## config.mk

```make
export PLATFORM = sky130hd
export DESIGN_NAME = jt1942_sdram_arb_flat
export DESIGN_NICKNAME = d
export VERILOG_FILES = /design/src/rtl/jt1942_sdram_arb_if.sv /design/src/rtl/jt1942_sdram_arb.sv /design/src/flat_wrapper.sv
export SDC_FILE = /design/constraint.sdc
export NUM_CORES = 1
export LEC_CHECK = 0
export CORE_MARGIN = 1.5
export CORE_UTILIZATION = 35
export DETAILED_ROUTE_END_ITERATION = 10
export DONT_BUFFER_PORTS = 1
export SKIP_CTS_REPAIR_TIMING = 1
export SLEW_MARGIN = 10
export SYNTH_ARGS = -nofsm -noshare
export SYNTH_HDL_FRONTEND = slang
export SYNTH_SLANG_ARGS = --single-unit
```

## constraint.sdc

```tcl
create_clock -name clk -period 6.5 [get_ports clk]
set_input_delay 0.65 -clock clk [delete_from_list [all_inputs] [get_ports clk]]
set_output_delay 0.65 -clock clk [all_outputs]
set_load 0.02 [all_outputs]
```

## src/rtl/jt1942_sdram_arb_if.sv

```systemverilog
// rtl/jt1942_sdram_arb_if.sv - SDRAM read/refresh bus between the ROM arbiter and the SDRAM controller
interface jt1942_sdram_arb_if;
    logic        sdram_re;
    logic [21:0] sdram_addr;
    logic        autorefresh;
    logic [15:0] data_read;

    modport master (
        output sdram_re,
        output sdram_addr,
        output autorefresh,
        input  data_read
    );

    modport slave (
        input  sdram_re,
        input  sdram_addr,
        input  autorefresh,
        output data_read
    );
endinterface

```

## src/rtl/jt1942_sdram_arb.sv

```systemverilog
// rtl/jt1942_sdram_arb.sv - four-slot cached SDRAM read scheduler with vblank refresh (option: JT1942_ARB_FIXPRIO_EN)
module jt1942_sdram_arb #(
    parameter int RD_LAT  = 4,
    parameter int REF_LAT = 6,
    parameter int REF_MAX = 8
) (
    input  logic        clk,
    input  logic        rst,
    input  logic        downloading,
    input  logic        LVBL,
    input  logic [21:0] addr0,
    input  logic [21:0] addr1,
    input  logic [21:0] addr2,
    input  logic [21:0] addr3,
    input  logic [3:0]  cs,
    output logic [15:0] dout0,
    output logic [15:0] dout1,
    output logic [15:0] dout2,
    output logic [15:0] dout3,
    output logic [3:0]  ok,
    jt1942_sdram_arb_if.master sdram
);

    localparam int CW = $clog2(REF_MAX + 2);

    typedef enum logic [1:0] {IDLE, WAIT, REF} state_t;

    state_t        state, state_nx;
    logic [21:0]   addr_a [4];
    logic [21:0]   tag    [4];
    logic [15:0]   data   [4];
    logic [3:0]    valid;
    logic [3:0]    pending;
    logic [3:0]    cnt;
    logic [1:0]    gnt;
    logic [1:0]    sel;
    logic [1:0]    idx;
    logic [1:0]    start;
    logic          found;
    logic [CW-1:0] ref_cnt;
    logic          lvbl_l;
    logic          take_gnt;
    logic          take_ref;
    logic          capture;
    logic          ref_end;
`ifndef JT1942_ARB_FIXPRIO_EN
    logic [1:0]    rr;
`endif

    assign addr_a[0] = addr0;
    assign addr_a[1] = addr1;
    assign addr_a[2] = addr2;
    assign addr_a[3] = addr3;

    assign dout0 = data[0];
    assign dout1 = data[1];
    assign dout2 = data[2];
    assign dout3 = data[3];

    // A slot hits when its cached tag is valid and matches the live address
    always_comb begin
        pending = '0;
        ok      = '0;
        for (int i = 0; i < 4; i++) begin
            pending[i] = cs[i] & (~valid[i] | (addr_a[i] != tag[i]));
            ok[i]      = cs[i] & valid[i] & (addr_a[i] == tag[i]);
        end
    end

`ifdef JT1942_ARB_FIXPRIO_EN
    assign start = 2'd0;
`else
    assign start = rr;
`endif

    // First pending slot, scanning upward from the search start and wrapping
    always_comb begin
        sel   = '0;
        found = 1'b0;
        idx   = '0;
        for (int k = 0; k < 4; k++) begin
            idx = start + 2'(k);
            if (!found && pending[idx]) begin
                sel   = idx;
                found = 1'b1;
            end
        end
    end

    // State register
    always_ff @(posedge clk or posedge rst) begin
        if (rst) state <= IDLE;
        else     state <= state_nx;
    end

    // Next-state decode; reads win over refresh, nothing starts while downloading
    always_comb begin
        state_nx = state;
        take_gnt = 1'b0;
        take_ref = 1'b0;
        capture  = 1'b0;
        ref_end  = 1'b0;
        case (state)
            IDLE: begin
                if (!downloading) begin
                    if (found) begin
                        take_gnt = 1'b1;
                        state_nx = WAIT;
                    end else if (!LVBL && ref_cnt < CW'(REF_MAX)) begin
                        take_ref = 1'b1;
                        state_nx = REF;
                    end
                end
            end
            WAIT: begin
                if (cnt == 4'd0) begin
                    capture  = 1'b1;
                    state_nx = IDLE;
                end
            end
            REF: begin
                // Ending on the count of one keeps autorefresh high for exactly REF_LAT cycles
                if (cnt <= 4'd1) begin
                    ref_end  = 1'b1;
                    state_nx = IDLE;
                end
            end
            default: state_nx = IDLE;
        endcase
    end

    // Tags, cached words, bus outputs, counters and refresh bookkeeping
    always_ff @(posedge clk or posedge rst) begin
        if (rst) begin
            sdram.sdram_re    <= 1'b0;
            sdram.sdram_addr  <= '0;
            sdram.autorefresh <= 1'b0;
            cnt               <= '0;
            gnt               <= '0;
            valid             <= '0;
            ref_cnt           <= '0;
            lvbl_l            <= 1'b1;
`ifndef JT1942_ARB_FIXPRIO_EN
            rr                <= '0;
`endif
            for (int i = 0; i < 4; i++) begin
                tag[i]  <= '0;
                data[i] <= '0;
            end
        end else begin
            sdram.sdram_re <= take_gnt;
            lvbl_l         <= LVBL;
            if (state == IDLE && downloading) valid <= '0;
            if (state != IDLE && cnt != 4'd0) cnt <= cnt - 4'd1;
            if (take_gnt) begin
                // The tag is not trusted until its data has been captured
                tag[sel]         <= addr_a[sel];
                valid[sel]       <= 1'b0;
                gnt              <= sel;
                sdram.sdram_addr <= addr_a[sel];
                cnt              <= 4'(RD_LAT);
            end
            if (take_ref) begin
                sdram.autorefresh <= 1'b1;
                cnt               <= 4'(REF_LAT);
            end
            if (capture) begin
                data[gnt]  <= sdram.data_read;
                valid[gnt] <= 1'b1;
`ifndef JT1942_ARB_FIXPRIO_EN
                rr         <= gnt + 2'd1;
`endif
            end
            if (ref_end) sdram.autorefresh <= 1'b0;
            if (LVBL && !lvbl_l)  ref_cnt <= '0;
            else if (take_ref)    ref_cnt <= ref_cnt + CW'(1);
        end
    end

endmodule

```

## src/flat_wrapper.sv

```systemverilog
// flat-port wrapper written by rule: the top's interface ports become plain ports
module jt1942_sdram_arb_flat 
#(
    parameter int RD_LAT  = 4,
    parameter int REF_LAT = 6,
    parameter int REF_MAX = 8
)
  (clk, rst, downloading, LVBL, addr0, addr1, addr2, addr3, cs, dout0, dout1, dout2, dout3, ok, sdram_sdram_re, sdram_sdram_addr, sdram_autorefresh, sdram_data_read);
  jt1942_sdram_arb_if sdram_i ();
  input  logic clk;
  input  logic rst;
  input  logic downloading;
  input  logic LVBL;
  input  logic [21:0] addr0;
  input  logic [21:0] addr1;
  input  logic [21:0] addr2;
  input  logic [21:0] addr3;
  input  logic [3:0] cs;
  output logic [15:0] dout0;
  output logic [15:0] dout1;
  output logic [15:0] dout2;
  output logic [15:0] dout3;
  output logic [3:0] ok;
  output wire logic [$bits(sdram_i.sdram_re)-1:0] sdram_sdram_re;
  output wire logic [$bits(sdram_i.sdram_addr)-1:0] sdram_sdram_addr;
  output wire logic [$bits(sdram_i.autorefresh)-1:0] sdram_autorefresh;
  input wire logic [$bits(sdram_i.data_read)-1:0] sdram_data_read;
  assign sdram_sdram_re = sdram_i.sdram_re;
  assign sdram_sdram_addr = sdram_i.sdram_addr;
  assign sdram_autorefresh = sdram_i.autorefresh;
  assign sdram_i.data_read = sdram_data_read;
  jt1942_sdram_arb #(.RD_LAT(RD_LAT), .REF_LAT(REF_LAT), .REF_MAX(REF_MAX)) u_core (.clk(clk), .rst(rst), .downloading(downloading), .LVBL(LVBL), .addr0(addr0), .addr1(addr1), .addr2(addr2), .addr3(addr3), .cs(cs), .dout0(dout0), .dout1(dout1), .dout2(dout2), .dout3(dout3), .ok(ok), .sdram(sdram_i));
endmodule
```

==> impl_metrics.py <==
metrics = {
    "clocking": {
        "cts_sinks": 195,
        "h-tree-depth": 4,
        "cts_buffer_depth": 2,
        "root_buffer": "clkbuf_16",
        "cts_tree": "built",
        "clkLatencyLatePin_ns": 0.44,
        "path_clk_slew_ns": 0.08,
        "cts_made_buffers": 17,
    },
    "global_routing": {
        "antenna_found_initial": 0,
        "first_global_vias": 5968,
        "grt_usage": 0.178,
        "grt_max_degree": 119,
        "grt_overflow": 0,
        "grt_pass1_wl_um": 36800,
    },
    "timing": {
        "slew_violations": 0,
        "finalHoldViolCount": 0,
        "finalClockSkew_ns": 0.0150,
        "rsz0062_at_grt": "false",
        "setup_viol": 0,
        "max_freq_mhz": 256,
        "setup_ws_ns": 2.59,
        "holdWs_ns": 0.180,
        "fin_crit_ns": 3.91,
        "timing.final.crit_share": 0.601,
        "slew_headroom": 0.323,
        "tightestPinTransition_ns": 1.01,
        "fin_tns_setup_ns": 0,
    },
    "synthesis": {
        "synth_top_area_share": 0.519,
        "synthMuxAreaShare": 0.237,
        "synth_cell_type_count": 52,
        "syn_nets": 842,
        "syn-cell-area_sq_mm": 0.00935,
        "synthXorXnorAreaFrac": 0.0862,
        "synth-seq-cells": 195,
        "synth-compound-area-share": 0.0469,
        "synth_cells": 723,
        "synth-simple-area-share": 0.0691,
        "synth_seq_area_share": 0.522,
        "synth_top_family_by_area": "multiplexers",
        "ys_warn_count": 0,
        "yosys.area_share.adder": 0.00937,
        "synth.avg_cell_area_sq_um": 12.9,
        "yosysTopAreaCell": "dfrtp_1",
        "ys_top_cells_by_area": "dfrtp_1 (52%), mux2_2 (11%), mux2i_1 (7.2%)",
    },
    "place": {
        "pre_cts_ws_ns": 2.37,
        "post-dp-hpwl_um": 17900,
        "portBuffers": 0,
        "placedInstanceArea_sq_mm": 0.00966,
        "gp_congestion": 0.766,
    },
    "power": {
        "internal_power_w": 0.00310,
        "p_leak_nw": 4.57,
        "clock_power_share": 0.217,
        "irDropWorstVdd_uv": 239,
        "p_seq_frac": 0.509,
        "net-switching-power_w": 0.00194,
        "p_per_area_mw_per_mm2": 491,
        "power_frac_comb": 0.274,
        "switching_share": 0.385,
    },
    "status": {
        "outcome": "finished with violations",
        "violations": "design-rule violations",
    },
    "critical_path": {
        "cpPeakStageDelay_ns": 0.92,
        "critPathLaunchType": "register",
        "path_class": "reg -> reg",
        "crit_fanout": 23,
        "end_kind": "register",
        "reg2regPathDepth": 8,
        "cpMaxStageDelayCell": "o41ai_4",
        "arrival_ns": 4.17,
        "crit_family": "compound AO/OA/AOI/OAI gates",
        "path_buf_inv": 2,
        "critical_path_required_ns": 6.77,
        "cp_cell_sequence": "xor2_1 -> nor4_1 -> a31oi_1 -> o41ai_4 -> buf_4 -> inv_2 -> nand2b_1 -> o221ai_1",
        "cp.depth": 8,
    },
    "routing": {
        "drc_errors": 14,
        "dr.first_iter.drc_count": 290,
        "wl_per_cell_um": 22.7,
        "ant_nets": 0,
        "avgViaCountPerCell": 5.28,
        "totalWireLength_um": 24300,
        "firstDrtPassIters": 11,
        "vias": 5647,
    },
    "layout": {
        "n_antenna_cell": 0,
        "fin_util": 0.393,
        "fill_cells": 2520,
        "fin_nets": 840,
        "drive_gt1_frac": 0.221,
        "area_growth_pct": 9.84,
        "post-route-cell-area_sq_mm": 0.0103,
    },
    "floorplanning": {
        "pin_count": 204,
        "start_util": 0.358,
        "die_area_sq_mm": 0.0277,
        "placement_rows": 59,
        "fp.coreArea_sq_mm": 0.0261,
        "fp.dieW_um": 166,
        "die_h_um": 166,
    },
    "job": {
        "maxCapViolCount": 0,
    },
    "worst_hold_path": {
        "holdCritPathClass": "in -> async",
    },
}
placed cells by master, fill, tap and decap left out, types with 19 or more instances in the layout:
cell type and n:
dfrtp_1 194, mux2_2 93, xor2_1 49, mux2i_1 67, o221ai_1 22, nand2_1 38, mux2_1 19, xnor2_1 43
mux2_4 19, inv_1 31
stage by stage:
stage,std cells,total power (W)
floorplan,723,0.00358
global placement,1037,0.00393
detailed placement,1037,0.00396
CTS,1069,0.00508
global route,1069,0.00534
finish,1069,0.00504
state kept, by name, summed over array words and instances (netlist names), 4 cells and up:
signal	cells
u_core.cnt	4
u_core.dout0	16
u_core.dout1	16
u_core.dout2	16
u_core.dout3	16
u_core.ref_cnt	4
u_core.sdram.sdram_addr	22
u_core.tag	88
u_core.valid	4
worst paths after layout:
check | from | endpoint | slack (ns)
max | u_core.tag[9] | u_core.sdram.sdram_addr[15] | 2.59
min | rst | u_core.dout3[11] | 0.18
max reg2reg | u_core.tag[9] | u_core.sdram.sdram_addr[15] | 2.59
min reg2reg | u_core.tag[21] | u_core.tag[21] | 0.51
max in group asynchronous | rst | u_core.sdram.sdram_addr[12] | 4.70
min in group clk | LVBL | u_core.lvbl_l | 0.21
kinds of logic after synthesis:
family	count (synthesis)
muxes	198
buffers and inverters	58
and+or+nand+nor	119
DFF	195
xor gates and xnor gates	92
AOI/OAI and AO/OA	54
adders and majority gates	7
power by group through the flow:
stage	Sequential, W	Clock [W]	Combinational [W]
floorplan	0.00244	0	0.00114
global placement	0.00257	0	0.00136
detailed placement	0.00258	0	0.00138
CTS	0.00257	0.00112	0.00139
global route	0.00264	0.00117	0.00152
finish	0.00257	0.00110	0.00138
Yosys cell counts (all sizes together):
master,number
dfrtp,194
mux2,131
mux2i,67
xor2,49
xnor2,43
nand2,38
inv,33
o221ai,23
nor4,18
buf,17
nor2,17
nand4,12
o21ai,11
nand3,10
clkbuf,8
ha,7
nor3,6
nand2b,5
a21oi,4
and4,4
nor4bb,4
a211o,2
a21boi,2
a31oi,2
a32o,2
or4,2
a21o,1
a22o,1
a22oi,1
a32oi,1
and2,1
dfstp,1
nor2b,1
nor3b,1
o2111a,1
o21a,1
o21ba,1
o41ai,1
metal layers:
metal  up-vias  GRT usage  share of wire
li1       2567          -              -
met1      2867      0.221           0.42
met2       199      0.283           0.46
met3        14     0.0758           0.10
met4         0     0.0486          0.011
met5         -          0              0
cell type report:
| cell class | count | area (sq um) | area share |
|---|---|---|---|
| clock inverter | 12 | 138 | 0.0134 |
| tap | 335 | 419 | 0.0408 |
| sequential | 195 | 4880 | 0.475 |
| multi-input combinational | 470 | 4200 | 0.409 |
| inverter | 33 | 131 | 0.0128 |
| clock buffer | 20 | 467 | 0.0455 |
| timing repair buffer | 4 | 30.0 | 0.00293 |
Note: power is estimated with default switching activity, not from simulation.
